### src/rtl/irda_wb_slave.sv
// rtl/irda_wb_slave.sv - Wishbone classic slave front end for the IrDA register file.
// Optional byte-lane writes: define IRDA_WB_BYTE_SEL_EN.
module irda_wb_slave #(
    parameter int DW          = 32,
    parameter int AW          = 4,
    parameter int NREGS       = 8,
    parameter int WAIT_STATES = 0
) (
    input  logic                clk,
    input  logic                wb_rst_i,
    input  logic [AW-1:0]       wb_adr_i,
    input  logic [DW-1:0]       wb_dat_i,
    input  logic [DW/8-1:0]     wb_sel_i,
    input  logic                wb_we_i,
    input  logic                wb_stb_i,
    input  logic                wb_cyc_i,
    output logic [DW-1:0]       wb_dat_o,
    output logic                wb_ack_o,
    output logic                wb_err_o,
    output logic [NREGS-1:0]    reg_we_o,
    output logic [NREGS-1:0]    reg_re_o,
    output logic [DW/8-1:0]     reg_be_o,
    output logic [DW-1:0]       reg_wdata_o,
    input  logic [NREGS*DW-1:0] reg_rdata_i
);

    localparam int            SW      = DW / 8;
    localparam logic [3:0]    WS      = 4'(WAIT_STATES);
    localparam logic [AW:0]   NREGS_W = (AW + 1)'(NREGS);

    typedef enum logic [1:0] {
        IDLE = 2'd0,
        WAIT = 2'd1,
        RESP = 2'd2
    } state_t;

    state_t            state_q, state_d;
    logic [3:0]        cnt_q, cnt_d;
    logic              req;
    logic              hit;
    logic              enter_resp;
    logic [NREGS-1:0]  addr_onehot;
    logic [DW-1:0]     rd_slice;
    logic [SW-1:0]     wr_lanes;

    // Lanes that actually take part in a write; an empty mask still terminates normally.
`ifdef IRDA_WB_BYTE_SEL_EN
    assign wr_lanes = wb_sel_i;
`else
    logic sel_unused;
    assign sel_unused = ^wb_sel_i;
    assign wr_lanes   = '1;
`endif

    assign req = wb_stb_i & wb_cyc_i;
    assign hit = ({1'b0, wb_adr_i} < NREGS_W);

    always_comb begin
        addr_onehot = '0;
        rd_slice    = '0;
        for (int k = 0; k < NREGS; k++) begin
            if (wb_adr_i == AW'(k)) begin
                addr_onehot[k] = 1'b1;
                rd_slice       = reg_rdata_i[k*DW +: DW];
            end
        end
    end

    always_comb begin
        state_d    = state_q;
        cnt_d      = cnt_q;
        enter_resp = 1'b0;
        case (state_q)
            IDLE: begin
                if (req) begin
                    cnt_d = WS;
                    if (WS == 4'd0) begin
                        state_d    = RESP;
                        enter_resp = 1'b1;
                    end else begin
                        state_d = WAIT;
                    end
                end
            end
            WAIT: begin
                // A master that withdraws its strobe mid-wait abandons the transfer silently.
                if (!req) begin
                    state_d = IDLE;
                    cnt_d   = 4'd0;
                end else begin
                    cnt_d = cnt_q - 4'd1;
                    if (cnt_q == 4'd1) begin
                        state_d    = RESP;
                        enter_resp = 1'b1;
                    end
                end
            end
            RESP: begin
                state_d = IDLE;
                cnt_d   = 4'd0;
            end
            default: begin
                state_d = IDLE;
                cnt_d   = 4'd0;
            end
        endcase
    end

    always_ff @(posedge clk) begin
        if (wb_rst_i) begin
            state_q <= IDLE;
            cnt_q   <= 4'd0;
        end else begin
            state_q <= state_d;
            cnt_q   <= cnt_d;
        end
    end

    // Terminations and strobes are registered on entry to RESP so they line up with ack.
    always_ff @(posedge clk) begin
        if (wb_rst_i) begin
            wb_dat_o    <= '0;
            wb_ack_o    <= 1'b0;
            wb_err_o    <= 1'b0;
            reg_we_o    <= '0;
            reg_re_o    <= '0;
            reg_be_o    <= '0;
            reg_wdata_o <= '0;
        end else begin
            wb_ack_o <= 1'b0;
            wb_err_o <= 1'b0;
            reg_we_o <= '0;
            reg_re_o <= '0;
            reg_be_o <= '0;
            if (enter_resp) begin
                if (hit) begin
                    wb_ack_o <= 1'b1;
                    if (wb_we_i) begin
                        reg_wdata_o <= wb_dat_i;
                        if (|wr_lanes) begin
                            reg_we_o <= addr_onehot;
                            reg_be_o <= wr_lanes;
                        end
                    end else begin
                        reg_re_o <= addr_onehot;
                        wb_dat_o <= rd_slice;
                    end
                end else begin
                    wb_err_o <= 1'b1;
                    wb_dat_o <= '0;
                end
            end
        end
    end

endmodule

### config.mk
export PLATFORM = sky130hd
export DESIGN_NAME = irda_wb_slave
export DESIGN_NICKNAME = d
export VERILOG_FILES = /design/src/rtl/irda_wb_slave.sv
export SDC_FILE = /design/constraint.sdc
export NUM_CORES = 1
export LEC_CHECK = 0
export BUFFER_PORTS_ARGS = -buffer_cell sky130_fd_sc_hd__buf_2
export CORE_AREA = 2 2 151 153
export CTS_CLUSTER_DIAMETER = 40
export DETAILED_ROUTE_END_ITERATION = 10
export DIE_AREA = 0 0 153 155
export HOLD_SLACK_MARGIN = 0.02
export PLACE_DENSITY = 0.47
export REMOVE_ABC_BUFFERS = 1
export SLEW_MARGIN = 30
export SYNTH_ARGS = -nofsm -noshare
export SYNTH_HDL_FRONTEND = slang
export SYNTH_SLANG_ARGS = --single-unit
export TNS_END_PERCENT = 100
### constraint.sdc
create_clock -name clk -period 1.7 [get_ports clk]
set_input_delay 0.085 -clock clk [delete_from_list [all_inputs] [get_ports clk]]
set_output_delay 0.085 -clock clk [all_outputs]
set_load 0.02 [all_outputs]
=== After elaboration in Yosys (flattened, before gate mapping) ===
Cells that the tools add are included.

* Register bits: 92
* Bits of input ports: 301
* Output and inout port bits: 86
* Word-level logic and storage cells: 68

* $add $sub $neg: 1
* Magnitude comparators: 1
* Eq/ne operators: 12
* Mux-type cells: 32
* Bitwise logic cells: 4
* Reduce and logical (&&, ||, !) cells: 9

{| class="wikitable"
|+ Operators with widths
! operator !! number
|-
| $mux W32 || 10
|-
| $eq A4 B3 Y1 const B || 4
|-
| $mux W1 || 13
|-
| $mux W4 || 3
|-
| $eq A4 B1 Y1 const B || 2
|-
| $eq A4 B2 Y1 const B || 2
|-
| $pmux W4 S2 || 1
|-
| $reduce_or A4 Y1 || 2
|-
| $mux W2 || 3
|-
| $logic_not A4 Y1 || 1
|-
| $lt A4 B4 Y1 const B || 1
|-
| $ne A2 B2 Y1 const B || 2
|-
| $pmux W2 S2 || 1
|-
| $reduce_and A2 Y1 || 2
|-
| $sub A4 B1 Y4 const B || 1
|-
| $ne A3 B3 Y1 const B || 1
|-
| $not A1 Y1 || 3
|-
| $reduce_and A3 Y1 || 1
|-
| $reduce_or A3 Y1 || 1
|-
| $eq A2 B1 Y1 const B || 1
|-
| $logic_not A2 Y1 || 1
|-
| $pmux W1 S2 || 1
|-
| $reduce_or A2 Y1 || 1
|-
| $and A1 B1 Y1 || 1
|}

=== Logic depth before layout (Yosys ltp) ===
* Depth in word-level cells: 11
* Mapped depth: 9
* Gate-level depth less buffers: 5

=== Worst setup path after synthesis ===
Ideal clock, no wire load.

* Path type: register -> register
* From: register state_q[1]
* To: register wb_dat_o[20]
* Library setup time: 0.088 ns
* Data arrival time: 1.317 ns
* Required time: 1.612 ns
* Path slack: 0.296 ns
* Stages on the path, launching flop included: 5
* Path buffers: 0
* Clock period less this slack: 1.404 ns
* Path through: dfxtp_1 nor4_2 nor3b_4 a22oi_1 o31ai_1

* Word-level cells in the longest chain between the ends: 3
* Elaborated cells on any way between the ends: 4
* Classes of those cells: eq/ne (1); mux (1); reduce/logical (2)

{| class="wikitable"
|+ Ends and longest elaborated chain
! element !! RTL line !! RTL
|-
| from (decl) || 37 || <nowiki>state_t state_q, state_d;</nowiki>
|-
| from (signal assigned) || 114 || <nowiki>state_q <= state_d;</nowiki>
|-
| $eq A2 B1 Y1 / $logic_not A2 Y1 (equally long branches) || 73 || <nowiki>case (state_q)</nowiki>
|-
| $pmux W1 S2 (*) || 73 ||
|-
| $reduce_and A2 Y1 (no source line) (*) || -- ||
|-
| to (signal assigned) || 146 || <nowiki>wb_dat_o <= rd_slice;</nowiki>
|-
| to (decl) || 17 || <nowiki>output logic [DW-1:0] wb_dat_o,</nowiki>
|}

Mark *: on every way between the ends. The rest lies on a longest branch, timed or not.
A chain may end at the register's enable or synchronous reset.

=== Worst setup path in the final report ===
* From: register state_q[1]
* To: register wb_dat_o[6]

Same word-level chain as after synthesis.

==> metrics <==
layout cell share with drive strength beyond 1=0.432; Critical Path AT=between 1.5 and 2 ns; max-cap viol count=0; crit path max-delay cell type=dfxtp_1; Mapped Area=0.00501 sq mm; FF-to-FF setup slack=between 0.15 and 0.2 ns; Post-synth EDFFs=0; gpl congestion=0.884; final hold vios=0; Worst Setup Path Type=reg2reg; DRC violations left=0; standard-cell rows=55; min Tclk post-route=1.53 ns; Die H=~160 um; largest net degree at the start of global routing=54; CTS Buffer Depth=2; Max transition margin=0.587; reg2reg end=wb_dat_o[6]; YS warnings=0; HPWL Detailed=just under 20 mm; Mapped Avg Cell Area=7.62 sq um; Async S/R FF share, synth=0; final period utilization=0.900; ratio of routed vias to standard cells=between 4 and 5; RSZ-0062 raised after global routing=no; VDD IR max=372 uV; critical path cell sequence=nor2_2, nor4b_4, buf_4, o21ai_0, a21oi_1, a21o_1; Non-Filler Instances=between 1000 and 1500; vias in the first global route=6400; # placed instances=around 1300; die area=between 0.02 and 0.025 sq mm; DR pass1 iterations=4; clk_lat worst skew=about 0.34 ns; Seq cells post-synth=between 80 and 90; Worst Hold Launch=reg_rdata_i[124]; gr usage total=0.199; slew of the pin with the lowest slew margin=about 0.62 ns; Setup violations, final=0; Area growth, synth to finish=64.0%; pwr/cell area=678 mW/mm^2; Post-CTS Setup Bufs=0; Worst Hold End=wb_dat_o[28]; initial antenna violation count=3; fmax=roughly 650 MHz; clock slew at reported path FFs=roughly 0.070 ns; launching element type of the critical path=register; First DRT Iteration DRCs=around 370; Synth Instances=roughly 660; final worst slack=0.169 ns; hold_ws=roughly 0.090 ns; CTS Root Cell=clkbuf_16; Seq/Total Area, Yosys=0.335; Place WS=approximately 0.06 ns; WL final=~25 mm; Worst Skew=roughly 0.0075 ns; initial core utilization=0.225; IO Count=about 390; # fillers=between 2000 and 2500; number of buffers created by CTS=9; grt ovf=0; ys flop type=dfxtp_1; WP buf/inv=1; Layout Nets=1373; Worst Path Required=1.99 ns; drt wl/cell=about 18 um; Slew Limit Fails=0; die width=153 um; crit-path max cell delay=around 0.37 ns; Yosys cell types=41; Hold Path Class=in2reg; # port buffers=around 380; Leak=a little under 0.004 uW; CP Capture Type=register; Post-DP Area=around 0.0075 sq mm; first-pass GRT wire length=approximately 37 mm; family with the most delay on the worst path=compound AO/OA/AOI/OAI gates; Antenna Nets Post-Route=0; core area=about 0.022 sq mm; CP max FO=18; CTS tree=built; TNS Setup=0 ns; sink count of the clock tree=84; Register-to-Register Path Depth=6; r2r startpoint=state_q[1]; status=finished, final reports clean; via count=6572; Worst Hold Depth=3; final non-filler cell area=slightly above 0.008 sq mm; H-tree depth reported by CTS=3
## how the worst max path moves through the flow
stage / startpoint / to / cells after the start
floorplan: state_q[1] / reg_we_o[0] / 3
global placement: wb_adr_i[1] / wb_dat_o[5] / 6
detailed placement: wb_adr_i[1] / wb_dat_o[5] / 6
CTS: state_q[1] / wb_dat_o[6] / 6
global route: state_q[1] / wb_dat_o[6] / 6
finish: state_q[1] / wb_dat_o[6] / 6
## state kept, by name, summed over array words and instances (netlist names)
register and cells:
reg_be_o 1, wb_dat_o 32, wb_ack_o 1, reg_we_o 8, reg_re_o 8, reg_wdata_o 32
wb_err_o 1, state_q 1
## worst register-to-register path, stage by stage, from the launching register on
cell and delay, ns:
dfxtp_1 0.37, nor2_2 0.16, nor4b_4 0.23, buf_4 0.29
o21ai_0 0.13, a21oi_1 0.20, a21o_1 0.11
## per-stage QoR
stage	total power, uW	util
after floorplan	2460	-
after global placement	3190	0.335
after detailed placement	3190	0.335
after CTS	5670	0.369
after global routing	5840	0.370
final	5570	0.370
## synthesized netlist by cell type (3+ instances only)
library cell,count,area [sq um]
mux2_2,10,113
clkbuf_1,31,116
o22ai_1,22,138
nor3_1,7,35.0
a22oi_1,15,113
a21o_1,15,113
buf_2,17,85.1
nor4_1,4,25.0
buf_6,3,33.8
o2bb2ai_1,15,131
a21oi_1,81,405
buf_1,10,37.5
nand2b_1,8,50.1
nand2_1,98,368
mux2i_1,30,300
o21ai_1,9,45.0
nor2b_1,19,119
or2_2,3,18.8
o221ai_1,15,131
inv_1,5,18.8
o32ai_1,15,131
dfxtp_1,84,1680
o21ai_0,54,270
nor2_1,45,169
o31ai_1,10,75.1
buf_4,6,45.0
a32o_1,7,70.1
## cell usage in the layout (no fill, tap or decap), types with 2 or more instances in the layout
cell type / netlist / layout
buf_4: 6 / 41
a21oi_1: 81 / 80
or2_2: 3 / 3
a22oi_1: 15 / 15
dfxtp_1: 84 / 84
bufinv_16: 0 / 3
nor2b_1: 19 / 19
o22ai_1: 22 / 22
nor4_1: 4 / 4
mux2_2: 10 / 10
o31ai_1: 10 / 10
buf_12: 0 / 8
nor2_1: 45 / 43
nand2_1: 98 / 98
nor2_2: 0 / 2
dlygate4sd3_1: 0 / 40
o21ai_1: 9 / 9
o21ai_0: 54 / 54
nor3_1: 7 / 7
o2bb2ai_1: 15 / 15
o211ai_1: 2 / 2
o221ai_1: 15 / 15
a21o_1: 15 / 15
nand2b_1: 8 / 8
a31oi_1: 2 / 2
a32o_1: 7 / 7
inv_1: 5 / 5
nor4b_4: 0 / 2
mux2i_1: 30 / 30
diode_2: 0 / 3
and3_1: 2 / 2
clkbuf_16: 0 / 9
a21boi_0: 2 / 2
o2111ai_1: 2 / 2
buf_2: 17 / 381
o32ai_1: 15 / 15
## per-layer routing
| metal | global-route usage | up-vias | part of all wire |
|---|---|---|---|
| met3 | 0.0279 | 20 | 0.047 |
| met5 | 0 | - | 0 |
| met1 | 0.258 | 3075 | 0.44 |
| li1 | - | 3231 | - |
| met4 | 0.0560 | 0 | 0.013 |
| met2 | 0.345 | 246 | 0.50 |
## cells by family after synthesis
logic type,count (synthesis),synth area share
buf+inv,72,0.0671
simple gates,196,0.179
mux,40,0.0824
flops,84,0.335
compound gates,266,0.336
## what timing repair did
item,CTS,global route
setup endpoints to repair,0,3
endpoints found under the hold margin,40,0
resized for setup,0,1
hold buffers,40,0
## area by class of cell
type | instances | area [sq um] | area share
diodes | 3 | 7.51 | 0.000914
clock buffers | 11 | 243 | 0.0295
clock inverters | 5 | 108 | 0.0131
inverters | 5 | 18.8 | 0.00228
multi-input cells | 502 | 3030 | 0.368
flip-flops and latches | 84 | 1680 | 0.205
well taps | 285 | 357 | 0.0434
repair buffers | 470 | 2780 | 0.338
## power breakdown
part | internal [uW] | switching (uW) | leakage (uW)
registers | 2000 | 14.4 | 0.000678
clock network | 1490 | 870 | 0.000170
logic | 601 | 602 | 0.00307
total | 4080 | 1490 | 0.00391
(Power assumes the default switching activity.)
